`src/rtl/gat_ctrl_pkg.sv`:
```
// Shared types and constants for the GAT BRAM load/readback controller.
package gat_ctrl_pkg;

  typedef enum logic [2:0] {
    IDLE  = 3'd0,
    LOAD  = 3'd1,
    START = 3'd2,
    RUN   = 3'd3,
    DONE  = 3'd4
  } state_t;

  // Bit positions inside err_flags = {bad_ch, overflow, misaligned}
  localparam int ERR_MISALIGN = 0;
  localparam int ERR_OVERFLOW = 1;
  localparam int ERR_BAD_CH   = 2;

  // Host addresses are byte addresses over 32-bit words
  localparam int BYTE_SHIFT = 2;

endpackage

```
`src/rtl/gat_ch_counter.sv`:
```
// Per-channel accepted-word counter: saturates at depth, optional clear-then-count,
// and flags the channel loaded once the count reaches a non-zero depth.
module gat_ch_counter #(
  parameter int ADDR_W = 18
) (
  input  logic              clk,
  input  logic              rst,
  input  logic              i_clr,
  input  logic              i_inc,
  input  logic [ADDR_W-1:0] i_depth,
  output logic              o_load_done
);

  logic [ADDR_W-1:0] r_count;
  logic [ADDR_W-1:0] w_base;
  logic [ADDR_W-1:0] w_count_next;

  // A clear and a write in the same cycle leave the count at one, not zero
  assign w_base       = i_clr ? '0 : r_count;
  assign w_count_next = (i_inc && (w_base < i_depth)) ? w_base + 1'b1 : w_base;

  always_ff @(posedge clk) begin
    if (rst) begin
      r_count <= '0;
    end else begin
      r_count <= w_count_next;
    end
  end

  assign o_load_done = (r_count == i_depth) && (i_depth != '0);

endmodule

```
`src/rtl/gat_bram_load_ctrl.sv`:
```
// Host load/readback controller: routes host writes onto the core BRAMs, sequences a
// layer run, and returns feature data with a fixed-latency valid.
module gat_bram_load_ctrl
  import gat_ctrl_pkg::*;
#(
  parameter int  TOP_WIDTH  = 32,
  parameter int  NUM_CH     = 3,
  parameter int  CH_ADDR_W  = 18,
  parameter int  CH_DATA_W  = 20,
  parameter int  RD_ADDR_W  = 16,
  parameter int  RD_LATENCY = 2,
  localparam int SEL_W      = (NUM_CH > 1) ? $clog2(NUM_CH) : 1
) (
  input  logic                        clk,
  input  logic                        rst,
  input  logic                        host_wr_en,
  input  logic [SEL_W-1:0]            host_ch_sel,
  input  logic [CH_ADDR_W+1:0]        host_addr,
  input  logic [TOP_WIDTH-1:0]        host_din,
  input  logic [NUM_CH*CH_ADDR_W-1:0] ch_depth,
  input  logic [NUM_CH-1:0]           reload_mask,
  input  logic                        layer_in,
  output logic [NUM_CH-1:0]           bram_we,
  output logic [CH_ADDR_W-1:0]        bram_addr,
  output logic [CH_DATA_W-1:0]        bram_din,
  output logic [NUM_CH-1:0]           load_done,
  output logic                        gat_start,
  output logic                        gat_layer,
  input  logic                        core_done,
  output logic                        gat_ready,
  input  logic                        rd_en,
  input  logic [RD_ADDR_W+1:0]        rd_addr,
  output logic [RD_ADDR_W-1:0]        feat_addr,
  input  logic [TOP_WIDTH-1:0]        feat_dout,
  output logic                        rd_valid,
  output logic [TOP_WIDTH-1:0]        rd_data,
  output logic [2:0]                  err_flags
);

  state_t r_state, w_state_next;

  logic [CH_ADDR_W-1:0]  w_depth [NUM_CH];
  logic [NUM_CH-1:0]     w_ch_hit, w_inc, w_clr;
  logic [CH_ADDR_W-1:0]  w_word_addr, w_sel_depth;
  logic                  w_misaligned, w_bad_ch, w_overflow;
  logic                  w_wr_open, w_try, w_accept, w_all_loaded;

  logic [NUM_CH-1:0]     r_bram_we;
  logic [CH_ADDR_W-1:0]  r_bram_addr;
  logic [CH_DATA_W-1:0]  r_bram_din;
  logic [2:0]            r_err;
  logic                  r_gat_layer;
  logic [RD_LATENCY-1:0] r_vld_sr, r_gate_sr;
  logic                  w_unused;

  assign w_word_addr  = host_addr[CH_ADDR_W+BYTE_SHIFT-1:BYTE_SHIFT];
  assign w_misaligned = |host_addr[BYTE_SHIFT-1:0];
  assign w_bad_ch     = {1'b0, host_ch_sel} >= (SEL_W+1)'(NUM_CH);

  genvar gi;
  generate
    for (gi = 0; gi < NUM_CH; gi++) begin : g_ch
      assign w_depth[gi]  = ch_depth[gi*CH_ADDR_W +: CH_ADDR_W];
      assign w_ch_hit[gi] = (host_ch_sel == SEL_W'(gi));
      assign w_inc[gi]    = w_accept & w_ch_hit[gi];
      assign w_clr[gi]    = host_wr_en & (r_state == DONE) & reload_mask[gi];

      gat_ch_counter #(.ADDR_W(CH_ADDR_W)) u_cnt (
        .clk         (clk),
        .rst         (rst),
        .i_clr       (w_clr[gi]),
        .i_inc       (w_inc[gi]),
        .i_depth     (w_depth[gi]),
        .o_load_done (load_done[gi])
      );
    end
  endgenerate

  always_comb begin
    w_sel_depth = '0;
    for (int c = 0; c < NUM_CH; c++) begin
      if (w_ch_hit[c]) w_sel_depth = w_depth[c];
    end
  end

  // The core owns the BRAMs during START/RUN, so host writes there vanish without error
  assign w_overflow   = !w_bad_ch && (w_word_addr >= w_sel_depth);
  assign w_wr_open    = (r_state == IDLE) || (r_state == LOAD) || (r_state == DONE);
  assign w_try        = host_wr_en && w_wr_open;
  assign w_accept     = w_try && !w_misaligned && !w_bad_ch && !w_overflow;
  assign w_all_loaded = &load_done;

  always_comb begin
    w_state_next = r_state;
    case (r_state)
      IDLE:    if (w_accept) w_state_next = LOAD;
      LOAD:    if (w_all_loaded) w_state_next = START;
      START:   w_state_next = RUN;
      RUN:     if (core_done) w_state_next = DONE;
      DONE:    if (host_wr_en) begin
                 w_state_next = (w_all_loaded && (reload_mask == '0)) ? START : LOAD;
               end
      default: w_state_next = IDLE;
    endcase
  end

  always_ff @(posedge clk) begin
    if (rst) begin
      r_state     <= IDLE;
      r_bram_we   <= '0;
      r_bram_addr <= '0;
      r_bram_din  <= '0;
      r_err       <= '0;
      r_gat_layer <= 1'b0;
      r_vld_sr    <= '0;
      r_gate_sr   <= '0;
    end else begin
      r_state   <= w_state_next;
      r_bram_we <= w_accept ? w_ch_hit : '0;
      if (w_accept) begin
        r_bram_addr <= w_word_addr;
        r_bram_din  <= host_din[CH_DATA_W-1:0];
      end
      if (w_try) begin
        r_err[ERR_BAD_CH]   <= r_err[ERR_BAD_CH]   | w_bad_ch;
        r_err[ERR_OVERFLOW] <= r_err[ERR_OVERFLOW] | w_overflow;
        r_err[ERR_MISALIGN] <= r_err[ERR_MISALIGN] | w_misaligned;
      end
      // Latch the layer as START is entered so it is stable alongside gat_start
      if ((r_state != START) && (w_state_next == START)) r_gat_layer <= layer_in;
      for (int i = RD_LATENCY - 1; i > 0; i--) begin
        r_vld_sr[i]  <= r_vld_sr[i-1];
        r_gate_sr[i] <= r_gate_sr[i-1];
      end
      r_vld_sr[0]  <= rd_en;
      r_gate_sr[0] <= (r_state == DONE);
    end
  end

  assign bram_we   = r_bram_we;
  assign bram_addr = r_bram_addr;
  assign bram_din  = r_bram_din;
  assign gat_start = (r_state == START);
  assign gat_layer = r_gat_layer;
  assign gat_ready = (r_state == DONE);
  assign err_flags = r_err;
  assign feat_addr = rd_addr[RD_ADDR_W+BYTE_SHIFT-1:BYTE_SHIFT];
  assign rd_valid  = r_vld_sr[RD_LATENCY-1];
  assign rd_data   = (r_vld_sr[RD_LATENCY-1] && r_gate_sr[RD_LATENCY-1]) ? feat_dout : '0;

  assign w_unused = ^{rd_addr[BYTE_SHIFT-1:0], host_din[TOP_WIDTH-1:CH_DATA_W]};

endmodule

```
`config.mk`:
```
export PLATFORM = sky130hd
export DESIGN_NAME = gat_bram_load_ctrl
export DESIGN_NICKNAME = d
export VERILOG_FILES = /design/src/rtl/gat_ctrl_pkg.sv /design/src/rtl/gat_ch_counter.sv /design/src/rtl/gat_bram_load_ctrl.sv
export SDC_FILE = /design/constraint.sdc
export NUM_CORES = 1
export LEC_CHECK = 0
export ABC_AREA = 1
export BUFFER_PORTS_ARGS = -buffer_cell sky130_fd_sc_hd__buf_2
export CAP_MARGIN = 20
export CORE_UTILIZATION = 50
export DETAILED_ROUTE_END_ITERATION = 8
export GPL_ROUTABILITY_DRIVEN = 0
export PLACE_DENSITY = 0.86
export SYNTH_ARGS = -nofsm -noshare
export SYNTH_HDL_FRONTEND = slang
export SYNTH_SLANG_ARGS = --single-unit
```
`constraint.sdc`:
```
create_clock -name clk -period 5.6 [get_ports clk]
set_input_delay 0.28 -clock clk [delete_from_list [all_inputs] [get_ports clk]]
set_output_delay 0.28 -clock clk [all_outputs]
set_load 0.01 [all_outputs]
```
-- After elaboration in Yosys (flattened, before gate mapping)
Index checks and enable logic that the tools add are counted.
- add/subtract/negate cells: 3
- order comparisons: 5
- equality and inequality tests: 11
- muxes and demuxes: 16
- bitwise logic cells: 11
- reductions and logical operators: 28
- operator list (operator ; count):
    18-bit 2-to-1 mux ; 9
    18-bit by 1-bit adder with 18-bit output (second input constant) ; 3
    18-bit equality test ; 3
    18-bit less-than comparator ; 3
    18-bit nonzero test ; 3
    32-bit 2-to-1 mux ; 1
    18-bit >= comparator ; 1
    3-bit case mux with 5 select lines ; 1
    1-bit logical AND ; 14
    3-bit 2-to-1 mux ; 4
    3-bit by 2-bit equality test with 1-bit output (second input constant) ; 3
    1-bit AND ; 7
    3-bit zero test ; 2
    2-bit OR reduction ; 2
    3-bit by 1-bit equality test with 1-bit output (second input constant) ; 1
    3-bit equality test (second input constant) ; 1
    1-bit zero test ; 3
    3-bit by 2-bit != test with 1-bit output (second input constant) ; 1
    1-bit bitwise OR ; 3
    3-bit AND reduction ; 1
    2-bit by 1-bit equality test with 1-bit output (second input constant) ; 1
    2-bit equality test (second input constant) ; 1
    2-bit >= comparator (second input constant) ; 1
    2-bit zero test ; 1
    other kinds (3) ; 4
- register bits after elaboration: 106
- output and inout port bits: 99
- logic and storage cells: 85

-- Depth between registers and ports, before layout
Gate-level depths: netlist of run 1.
- depth after elaboration: 12
- mapped depth: 21
- gate-level depth less buffers: 19

-- Hierarchy
A second synthesis of run 1 with hierarchy kept.
- cells, all modules: 1457
- area total of the unflattened synthesis: 9318.9 µm²
- by module, submodules not included (module ; instances ; cells an instance ; area each (µm²)):
    gat_ch_counter ; 3 ; 328 ; 2077.0
    gat_bram_load_ctrl ; 1 ; 473 ; 3088.0

-- Worst setup path before layout of run 1
Ideal clock, no wire load.
- kind: input port to flip-flop
- from: input host_ch_sel[1]
- to: register g_ch[1].u_cnt.r_count[10]
- setup time: 0.070 ns
- arrival time: 2.606 ns
- data required time: 5.530 ns
- path slack: 2.923 ns
- cell stages on the path: 20
- buffers on the path: 2
- path through: nor2_1 > clkinv_1 > buf_1 > o22ai_1 > a21oi_1 > ha_1 > nand2_1 > nor2_1 > nor3_1 > nand2_1 > nand2_1 > nand3_1 > nor2_1 > nand2_1 > nor2_1 > nand2_4 > inv_4 > buf_6 > nand2_1 > a21oi_1
- word-level cells in the longest chain between the ends: 11
- elaborated cells on any way between the ends: 16
- those cells by class: order compare (2); eq/ne (2); mux (4); bitwise (1); reduce/logical (7)
- RTL lines (item ; RTL line ; RTL):
    start, declared ; gat_bram_load_ctrl.sv:17 ; input logic [SEL_W-1:0] host_ch_sel,
    2-bit zero test ; gat_bram_load_ctrl.sv:64 ; assign w_ch_hit[gi] = (host_ch_sel == SEL_W'(gi));
    18-bit 2-to-1 mux (3 in a row) ; gat_bram_load_ctrl.sv:82 ; if (w_ch_hit[c]) w_sel_depth = w_depth[c];
    18-bit >= comparator ; gat_bram_load_ctrl.sv:87 ; assign w_overflow = !w_bad_ch && (w_word_addr >= w_sel_depth);
    1-bit logical AND ; gat_bram_load_ctrl.sv:87 ;
    1-bit zero test ; gat_bram_load_ctrl.sv:90 ; assign w_accept = w_try && !w_misaligned && !w_bad_ch && !w_overflow;
    1-bit logical AND ; gat_bram_load_ctrl.sv:90 ;
    1-bit AND (*) ; gat_bram_load_ctrl.sv:65 ; assign w_inc[gi] = w_accept & w_ch_hit[gi];
    1-bit logical AND (*) ; gat_ch_counter.sv:20 ; assign w_count_next = (i_inc && (w_base < i_depth)) ? w_base + 1'b1 : w_base;
    18-bit 2-to-1 mux (*) ; gat_ch_counter.sv:20 ;
    end signal, assigned ; gat_ch_counter.sv:26 ; r_count <= w_count_next;
    end, declared ; gat_ch_counter.sv:14 ; logic [ADDR_W-1:0] r_count;
Mark *: on every way between the ends. The rest lies on a longest branch, timed or not.
A chain may end at the register's enable or synchronous reset.

-- Worst setup path after layout of run 1
- from: input host_ch_sel[1]
- to: register g_ch[0].u_cnt.r_count[14]
- word-level cells in the longest chain between the ends: 11
- elaborated cells on any way between the ends: 16
- those cells by class: order compare (2); eq/ne (2); mux (4); bitwise (1); reduce/logical (7)
- RTL lines (item ; RTL line):
    2-bit zero test ; gat_bram_load_ctrl.sv:64
    18-bit 2-to-1 mux (3 in a row) ; gat_bram_load_ctrl.sv:82
    18-bit >= comparator ; gat_bram_load_ctrl.sv:87
    1-bit logical AND ; gat_bram_load_ctrl.sv:87
    1-bit zero test ; gat_bram_load_ctrl.sv:90
    1-bit logical AND ; gat_bram_load_ctrl.sv:90
    1-bit AND (*) ; gat_bram_load_ctrl.sv:65
    1-bit logical AND (*) ; gat_ch_counter.sv:20
    18-bit 2-to-1 mux (*) ; gat_ch_counter.sv:20
    end signal, assigned ; gat_ch_counter.sv:26
    end, declared ; gat_ch_counter.sv:14
Marked as above.

==> flow_metrics.py, run 1 <==
metrics = {
    "outcome": {
        "status": "completed",
    },
    "cells_and_area": {
        "fillCellCount": 1634,
        "n_antenna_cell": 0,
        "drive_gt1_share_pct": 17.2,
        "syn_to_final_growth_pct": 15.3,
        "fin_cells": 1858,
        "nets": 1867,
        "most-common-layout-cells": "nand2_1 (322), nor2_1 (244), inv_1 (219), buf_2 (219), dfxtp_1 (106)",
        "final_common_cell": "nand2_1",
        "finish.instance_area_mm2": 0.0104,
    },
    "worst_setup_path": {
        "crit_path_max_fanout": 42,
        "reg2reg_from": "r_state[1]",
        "cp_cell_sequence": "buf_2 -> inv_1 -> nor2_1 -> clkinv_1 -> o22ai_1 -> a21oi_1 -> ha_1 -> nand2_1 -> nor2_1 -> nor3b_1 -> nand4_1 -> nand3_1 -> nor2_1 -> nand2_1 -> buf_4 -> nor2_1 -> nand2_2 -> inv_2 -> nand2_1 -> a21oi_1",
        "rr_worst_depth": 18,
        "crit_type": "input pin to register",
        "rrSetupSlack_ns": 2.25,
        "critPathArrivalTime_ns": 4.14,
        "cp-start-kind": "input pin",
        "cp-end-kind": "register",
        "cp.required_ns": 5.83,
        "cpMostUsedCell": "nor2_1",
        "endpoint": "g_ch[0].u_cnt.r_count[14]",
        "regToRegEndpoint": "g_ch[0].u_cnt.r_count[9]",
        "cp_slowest_cell": "clkinv_1",
        "slowest_delay_ns": 0.44,
        "startpoint": "host_ch_sel[1]",
    },
    "drt": {
        "ant_nets": 0,
        "drcViolationCount": 0,
        "wl_per_cell_um": 15.4,
        "initialDrtViolationCount": 1056,
        "first_pass_iters": 6,
        "vias": 10100,
        "wl_um": 28500,
        "viasPerCell": 5.42,
    },
    "logic_synthesis": {
        "synth_nets": 1687,
        "postSynthAreaPerCell_um2": 6.24,
        "synth-main-ff-cell": "dfxtp_1",
        "synth_edf_count": 0,
        "synth_seq_cells": 106,
        "synthCells": 1448,
        "syn-cell-area_mm2": 0.00904,
        "yosysWarnings": 0,
        "yosysUniqueCellTypes": 48,
        "async_reset_ff_share_pct": 0,
        "yosysSeqAreaShare_pct": 23.5,
    },
    "clock_tree": {
        "clk_latency_ns": 0.37,
        "cts.reportedPaths.clkPinSlew_ns": 0.08,
        "post_cts_resized": 0,
        "clockRootBuffer": "clkbuf_16",
        "postCtsSetupRepairBufs": 0,
        "cts_htree_levels": 3,
        "cts-hold-fix-buffers": 0,
        "cts_buffers": 9,
        "cts_tree": "yes",
        "numClockSinks": 106,
        "clockBufferDepth": 2,
    },
    "pwr": {
        "switching_share_pct": 31.1,
        "power.density_mw_per_mm2": 167,
        "p_seq_share_pct": 44.5,
        "p_switching_mw": 0.542,
        "p_leak_nw": 5.36,
        "clkPwrFrac_pct": 37.6,
        "ir_worst_vdd_uv": 131,
        "intPower_mw": 1.20,
        "p_comb_share_pct": 17.9,
    },
    "sta": {
        "setup_violations": 0,
        "fin_crit_ns": 3.91,
        "slew_headroom_pct": 36.6,
        "worstMarginPinSlew_ns": 0.949,
        "period_share_pct": 69.9,
        "fmax_mhz": 255,
        "clock_skew_ns": 0.00763,
        "rsz0062_at_grt": "false",
        "setup_ws_ns": 1.69,
        "hold_violations": 0,
        "slew_violations": 0,
        "hold_ws_ns": 0.113,
        "final.setup.tns_ns": 0,
    },
    "grt": {
        "grtUsageMet2_pct": 46.7,
        "grt_max_degree": 59,
        "antenna_found_initial": 0,
        "track_usage_pct": 30.7,
        "global_route.usage.met1_pct": 41.5,
        "first_global_vias": 8989,
        "grt_busiest_layer": "met2",
        "grt_overflow_total": 0,
        "grtUsageMet3_pct": 5.74,
        "grt_pass1_wl_um": 44200,
    },
    "placed_design": {
        "dp_slack_ns": 1.48,
        "io_buffers": 219,
        "dp_hpwl_um": 22600,
        "dp_cells": 1842,
        "dpl_cell_area_mm2": 0.0101,
    },
    "floorplan": {
        "die_x_um": 136,
        "die_area_mm2": 0.0186,
        "ios": 266,
        "core_mm2": 0.0175,
        "rows": 48,
        "die_h_um": 136,
        "start_util_pct": 51.7,
    },
    "worst_hold_path": {
        "hold_path_class": "input pin to register",
    },
    "job": {
        "cap_viol_max_count": 0,
    },
}
==> worst min-delay path by stage <==
stage,from,end,slack (ns),cells after the start
2_1_floorplan,rd_en,r_vld_sr[0],0.39,2
3_3_place_gp,r_vld_sr[0],r_vld_sr[1],0.39,2
3_5_place_dp,r_vld_sr[0],r_vld_sr[1],0.40,2
4_1_cts,rd_en,r_vld_sr[0],0.11,3
5_1_grt,rd_en,r_vld_sr[0],0.14,3
6_report,rd_en,r_vld_sr[0],0.11,3
==> registers in the layout, summed over array words and instances, names as in the netlist <==
register and flops:
bram_addr 18, bram_din 20, bram_we 3, err_flags 3
g_ch.u_cnt.r_count 54, gat_layer 1, r_gate_sr 2, r_state 3
r_vld_sr 2
==> cells in the mapped netlist, types with 24 or more instances <==
library cell	n	area, um^2
o21ai_0	68	340
xor2_1	39	342
nand4_1	31	194
nand3_1	40	200
nor2_1	244	916
xnor2_1	28	245
dfxtp_1	106	2120
inv_1	219	822
ha_1	72	901
nor3_1	24	120
nand2_1	322	1210
a21oi_1	97	485
==> cell type report <==
class / instances / area (um^2) / share of cell area, %
clock buffers: 9 / 225 / 2.16
clock inverters: 7 / 67.6 / 0.649
inverters: 229 / 867 / 8.32
multi-input cells: 1059 / 5730 / 55.0
flip-flops and latches: 106 / 2120 / 20.4
well taps: 225 / 282 / 2.70
repair buffers: 223 / 1130 / 10.8
==> cells by family (layout without fill, tap and decap cells) <==
group / count (synthesis) / in the layout / share of synthesized area, %
compound gates: 206 / 206 / 12.5
xor+xnor: 67 / 67 / 6.49
fa+ha+maj: 72 / 72 / 9.97
buf+inv: 283 / 468 / 13.2
flops: 106 / 106 / 23.5
simple gates: 714 / 714 / 34.4
==> routing by layer <==
metal / vias up / part of all wire (%)
li1: 4965 / -
met1: 4450 / 41
met2: 573 / 43
met3: 82 / 12
met4: 0 / 3.8
met5: - / 0
==> power groups by stage <==
stage | registers (mW) | logic (mW) | clock network [mW]
floorplan | 0.798 | 0.174 | 0
global placement | 0.792 | 0.295 | 0
detailed placement | 0.792 | 0.303 | 0
CTS | 0.774 | 0.305 | 0.654
global route | 0.777 | 0.346 | 0.687
finish | 0.774 | 0.312 | 0.655
==> stage by stage <==
step	util (%)	power [mW]
after CTS	59.6	1.73
after global routing	59.6	1.81
after detailed placement	57.9	1.10
after floorplan	-	0.972
after global placement	57.9	1.09
final	59.6	1.74
==> worst max-delay path, delay by kind of cell <==
kind            cells  cell delay [ns]
buf+inv             5             1.30
simple gates       11             1.66
compound gates      3             0.51
fa+ha+maj           1             0.36
Power figures use the tool's default switching activity.
==> inputs of run 2 (changes only) <==
==> constraint.sdc (replaced) <==
create_clock -name clk -period 4 [get_ports clk]
set_input_delay 0.2 -clock clk [delete_from_list [all_inputs] [get_ports clk]]
set_output_delay 0.2 -clock clk [all_outputs]
set_load 0.01 [all_outputs]
==> flow_metrics.py, run 2 (synthesized netlist as in run 1, its figures left out) <==
metrics = {
    "outcome": {
        "status": "completed",
    },
    "grt": {
        "grt_max_degree": 58,
        "first_global_vias": 9078,
        "antenna_found_initial": 0,
        "grt_pass1_wl_um": 44200,
        "track_usage_pct": 30.5,
        "grt_overflow_total": 0,
    },
    "drt": {
        "ant_nets": 0,
        "drcViolationCount": 0,
        "vias": 10300,
        "wl_um": 28700,
        "first_pass_iters": 6,
        "wl_per_cell_um": 15.4,
        "initialDrtViolationCount": 955,
        "viasPerCell": 5.51,
    },
    "clock_tree": {
        "clockBufferDepth": 2,
        "clk_latency_ns": 0.38,
        "cts_tree": "yes",
        "cts_htree_levels": 3,
        "cts_buffers": 9,
        "cts-hold-fix-buffers": 0,
        "cts.reportedPaths.clkPinSlew_ns": 0.08,
        "clockRootBuffer": "clkbuf_16",
        "postCtsSetupRepairBufs": 0,
        "post_cts_resized": 0,
        "numClockSinks": 106,
    },
    "floorplan": {
        "core_mm2": 0.0175,
        "die_area_mm2": 0.0186,
        "die_h_um": 136,
        "die_x_um": 136,
        "rows": 48,
        "start_util_pct": 51.7,
        "ios": 266,
    },
    "sta": {
        "fmax_mhz": 284,
        "worstMarginPinSlew_ns": 0.947,
        "setup_violations": 0,
        "final.setup.tns_ns": 0,
        "hold_violations": 0,
        "slew_headroom_pct": 36.7,
        "slew_violations": 0,
        "fin_crit_ns": 3.52,
        "rsz0062_at_grt": "false",
        "period_share_pct": 88.1,
        "clock_skew_ns": 0.0168,
    },
    "pwr": {
        "p_switching_mw": 0.791,
        "p_leak_nw": 5.40,
        "switching_share_pct": 31.8,
        "p_seq_share_pct": 43.6,
        "power.density_mw_per_mm2": 237,
        "intPower_mw": 1.70,
        "clkPwrFrac_pct": 38.7,
        "ir_worst_vdd_uv": 250,
        "p_comb_share_pct": 17.8,
    },
    "worst_setup_path": {
        "critPathArrivalTime_ns": 3.81,
        "cp-start-kind": "input pin",
        "crit_path_max_fanout": 24,
        "rr_worst_depth": 18,
        "cp.required_ns": 4.29,
        "cp-end-kind": "register",
        "crit_type": "input pin to register",
    },
    "placed_design": {
        "io_buffers": 219,
        "dpl_cell_area_mm2": 0.0102,
        "dp_hpwl_um": 22800,
    },
    "worst_hold_path": {
        "hold_depth": 3,
        "hold_path_class": "input pin to register",
    },
    "cells_and_area": {
        "regMostFlops": "g_ch.u_cnt.r_count",
        "drive_gt1_share_pct": 17.5,
        "syn_to_final_growth_pct": 16.0,
        "n_antenna_cell": 0,
        "finish.instance_area_mm2": 0.0105,
        "largest_register_ffs": 54,
        "final_common_cell": "nand2_1",
        "final_util_pct": 60.0,
        "most-common-layout-cells": "nand2_1 (322), nor2_1 (244), inv_1 (219), buf_2 (219), dfxtp_1 (106)",
        "nets": 1872,
    },
    "job": {
        "cap_viol_max_count": 0,
    },
}
run 2: metal layers:
layer | wire length [um] | global-route usage (%) | part of all wire (%) | vias to the layer above
li1 | - | - | - | 4975
met3 | 3350 | 5.15 | 12 | 92
met1 | 11600 | 39.5 | 41 | 4559
met5 | 0 | 0 | 0 | -
met2 | 12400 | 48.3 | 43 | 635
met4 | 1280 | 15.7 | 4.4 | 0
run 2: final timing paths:
kind / startpoint / to / slack (ns)
setup / recovery: host_ch_sel[1] / g_ch[0].u_cnt.r_count[6] / 0.48
hold / removal: rd_en / r_vld_sr[0] / 0.03
setup reg to reg: r_state[0] / g_ch[0].u_cnt.r_count[6] / 0.61
hold reg to reg: r_vld_sr[0] / r_vld_sr[1] / 0.41
run 2: layout make-up:
class	instances	area [um^2]
fill	1619	6990
sequential	106	2120
inverter	229	867
tap	225	282
clock buffer	9	225
clock inverter	7	86.3
timing repair buffer	228	1180
multi-input combinational	1059	5730
run 2: critical path, stage by stage:
cell      delay [ns]
buf_2           0.12
inv_1           0.06
nor2_1          0.15
clkinv_1        0.28
buf_4           0.26
o22ai_1         0.27
a21oi_1         0.09
ha_1            0.30
nand2_1         0.11
nor2_1          0.06
nor3b_1         0.15
nand4_1         0.07
nand3_1         0.08
nor2_1          0.26
nand2_1         0.28
nor2_1          0.18
nand2_2         0.29
inv_2           0.34
nand2_1         0.10
a21oi_1         0.14
run 2: power groups by stage:
stage	clock network (mW)	registers, mW	logic [mW]
2_1_floorplan	0	1.12	0.243
3_3_place_gp	0	1.11	0.418
3_5_place_dp	0	1.11	0.429
4_1_cts	0.968	1.08	0.432
5_1_grt	1.00	1.09	0.488
6_report	0.962	1.08	0.443
run 2: metrics by stage:
| stage | hold WS, ns | power, mW | cells | setup WS, ns |
|---|---|---|---|---|
| floorplan | 0.307 | 1.36 | 1448 | 1.39 |
| global placement | 0.392 | 1.53 | 1847 | 0.348 |
| detailed placement | 0.396 | 1.54 | 1847 | 0.262 |
| CTS | 0.0268 | 2.48 | 1863 | 0.642 |
| global route | 0.0298 | 2.58 | 1863 | 0.220 |
| finish | 0.0339 | 2.49 | 1863 | 0.477 |
==> inputs of run 3 (changes only) <==
--- a/config.mk
+++ b/config.mk
@@ -12,6 +12,7 @@
 export DETAILED_ROUTE_END_ITERATION = 8
 export GPL_ROUTABILITY_DRIVEN = 0
 export PLACE_DENSITY = 0.86
+export RECOVER_POWER = 50
 export SYNTH_ARGS = -nofsm -noshare
 export SYNTH_HDL_FRONTEND = slang
 export SYNTH_SLANG_ARGS = --single-unit
==> flow_metrics.py, run 3 (synthesized netlist as in run 1, its figures left out) <==
metrics = {
    "outcome": {
        "status": "completed",
    },
    "sta": {
        "slew_headroom_pct": 36.0,
        "fin_crit_ns": 3.51,
        "clock_skew_ns": 0.0140,
        "final.setup.tns_ns": 0,
        "worstMarginPinSlew_ns": 0.958,
        "slew_violations": 0,
        "fmax_mhz": 285,
        "period_share_pct": 87.8,
        "hold_violations": 0,
        "rsz0062_at_grt": "false",
        "setup_violations": 0,
        "setup_ws_ns": 0.487,
    },
    "cells_and_area": {
        "n_antenna_cell": 0,
        "fin_cells": 1863,
        "largest_register_ffs": 54,
        "syn_to_final_growth_pct": 14.8,
        "regMostFlops": "g_ch.u_cnt.r_count",
        "nets": 1872,
        "fillCellCount": 1673,
        "final_common_cell": "nand2_1",
        "drive_gt1_share_pct": 12.6,
        "most-common-layout-cells": "nand2_1 (323), nor2_1 (244), inv_1 (219), buf_2 (140), dfxtp_1 (106)",
    },
    "drt": {
        "first_pass_iters": 6,
        "vias": 10200,
        "viasPerCell": 5.48,
        "drcViolationCount": 0,
        "wl_um": 28800,
        "wl_per_cell_um": 15.5,
        "initialDrtViolationCount": 954,
        "ant_nets": 0,
    },
    "floorplan": {
        "die_x_um": 136,
        "die_h_um": 136,
        "core_mm2": 0.0175,
        "start_util_pct": 51.7,
        "rows": 48,
        "die_area_mm2": 0.0186,
        "ios": 266,
    },
    "worst_setup_path": {
        "rrSetupSlack_ns": 0.51,
        "slowest_delay_ns": 0.34,
        "cp.required_ns": 4.29,
        "crit_path_max_fanout": 24,
        "crit_type": "input pin to register",
        "critPathArrivalTime_ns": 3.80,
        "cp_cell_sequence": "buf_2 -> nor2_1 -> clkinv_1 -> buf_4 -> o22ai_1 -> a21oi_1 -> ha_1 -> nand2_1 -> nor2_1 -> nor3b_1 -> nand4_1 -> nand3_1 -> nor2_1 -> nand2_1 -> nor2_1 -> nand2_2 -> inv_2 -> nand2_1 -> a21oi_1",
        "cp_slowest_cell": "inv_2",
        "cp-end-kind": "register",
        "cp-start-kind": "input pin",
        "cpMostUsedCell": "nor2_1",
    },
    "clock_tree": {
        "cts_htree_levels": 3,
        "cts.reportedPaths.clkPinSlew_ns": 0.08,
        "cts_tree": "yes",
        "post_cts_resized": 0,
        "clockRootBuffer": "clkbuf_16",
        "clockBufferDepth": 2,
        "clk_latency_ns": 0.37,
        "cts_buffers": 9,
        "numClockSinks": 106,
        "postCtsSetupRepairBufs": 0,
        "cts-hold-fix-buffers": 0,
    },
    "grt": {
        "antenna_found_initial": 0,
        "first_global_vias": 9078,
        "grt_max_degree": 58,
        "track_usage_pct": 30.5,
        "grt_overflow_total": 0,
        "grt_pass1_wl_um": 44200,
    },
    "worst_hold_path": {
        "hold_path_class": "input pin to register",
    },
    "placed_design": {
        "dp_hpwl_um": 22800,
        "dp_slack_ns": 0.262,
        "dp_cells": 1847,
        "io_buffers": 219,
    },
    "pwr": {
        "power_mw": 2.49,
        "power.density_mw_per_mm2": 240,
        "ir_worst_vdd_uv": 247,
        "p_leak_nw": 5.06,
    },
    "job": {
        "cap_viol_max_count": 0,
    },
}
run 3: layout make-up:
type                            count  area [um^2]  area share (%)
Inverter                          229          867            8.35
Clock buffer                        9          225            2.17
Tap cell                          225          282            2.71
Clock inverter                      7         86.3           0.832
Multi-Input combinational cell   1059         5720            55.1
Sequential cell                   106         2120            20.4
Timing Repair Buffer              228         1080            10.4
run 3: path summary, 6_finish.rpt:
path	from	endpoint	cells after the start
hold / removal	rd_en	r_vld_sr[0]	3
hold reg to reg	r_vld_sr[0]	r_vld_sr[1]	2
setup reg to reg	r_state[0]	g_ch[0].u_cnt.r_count[6]	18
setup / recovery	host_ch_sel[0]	g_ch[0].u_cnt.r_count[6]	19
run 3: routing by layer:
| layer | vias up | GRT usage [%] | wire length (um) |
|---|---|---|---|
| met1 | 4550 | 39.5 | 11700 |
| li1 | 4975 | - | - |
| met4 | 0 | 15.7 | 1260 |
| met5 | - | 0 | 0 |
| met3 | 81 | 5.15 | 3250 |
| met2 | 609 | 48.3 | 12600 |
run 3: metrics by stage:
stage / hold slack (ns) / util, % / instance area, um^2
after floorplan: 0.307 / - / 9040
final: 0.0336 / 59.4 / 10400
after CTS: 0.0268 / 60.0 / 10500
after global placement: 0.392 / 58.2 / 10200
after detailed placement: 0.396 / 58.2 / 10200
after global routing: 0.0298 / 59.4 / 10400
run 3: critical path, delay by kind of cell:
kind,cells,cell delay (ns)
buffers and inverters,4,1.03
AND/OR/NAND/NOR,11,1.77
adder cells (fa/ha/maj),1,0.30
AO/OA/AOI/OAI,3,0.49
run 3: power by group:
| group | switching (mW) | internal, mW |
|---|---|---|
| sequential | 0.0108 | 1.07 |
| clock | 0.509 | 0.458 |
| combinational | 0.276 | 0.162 |
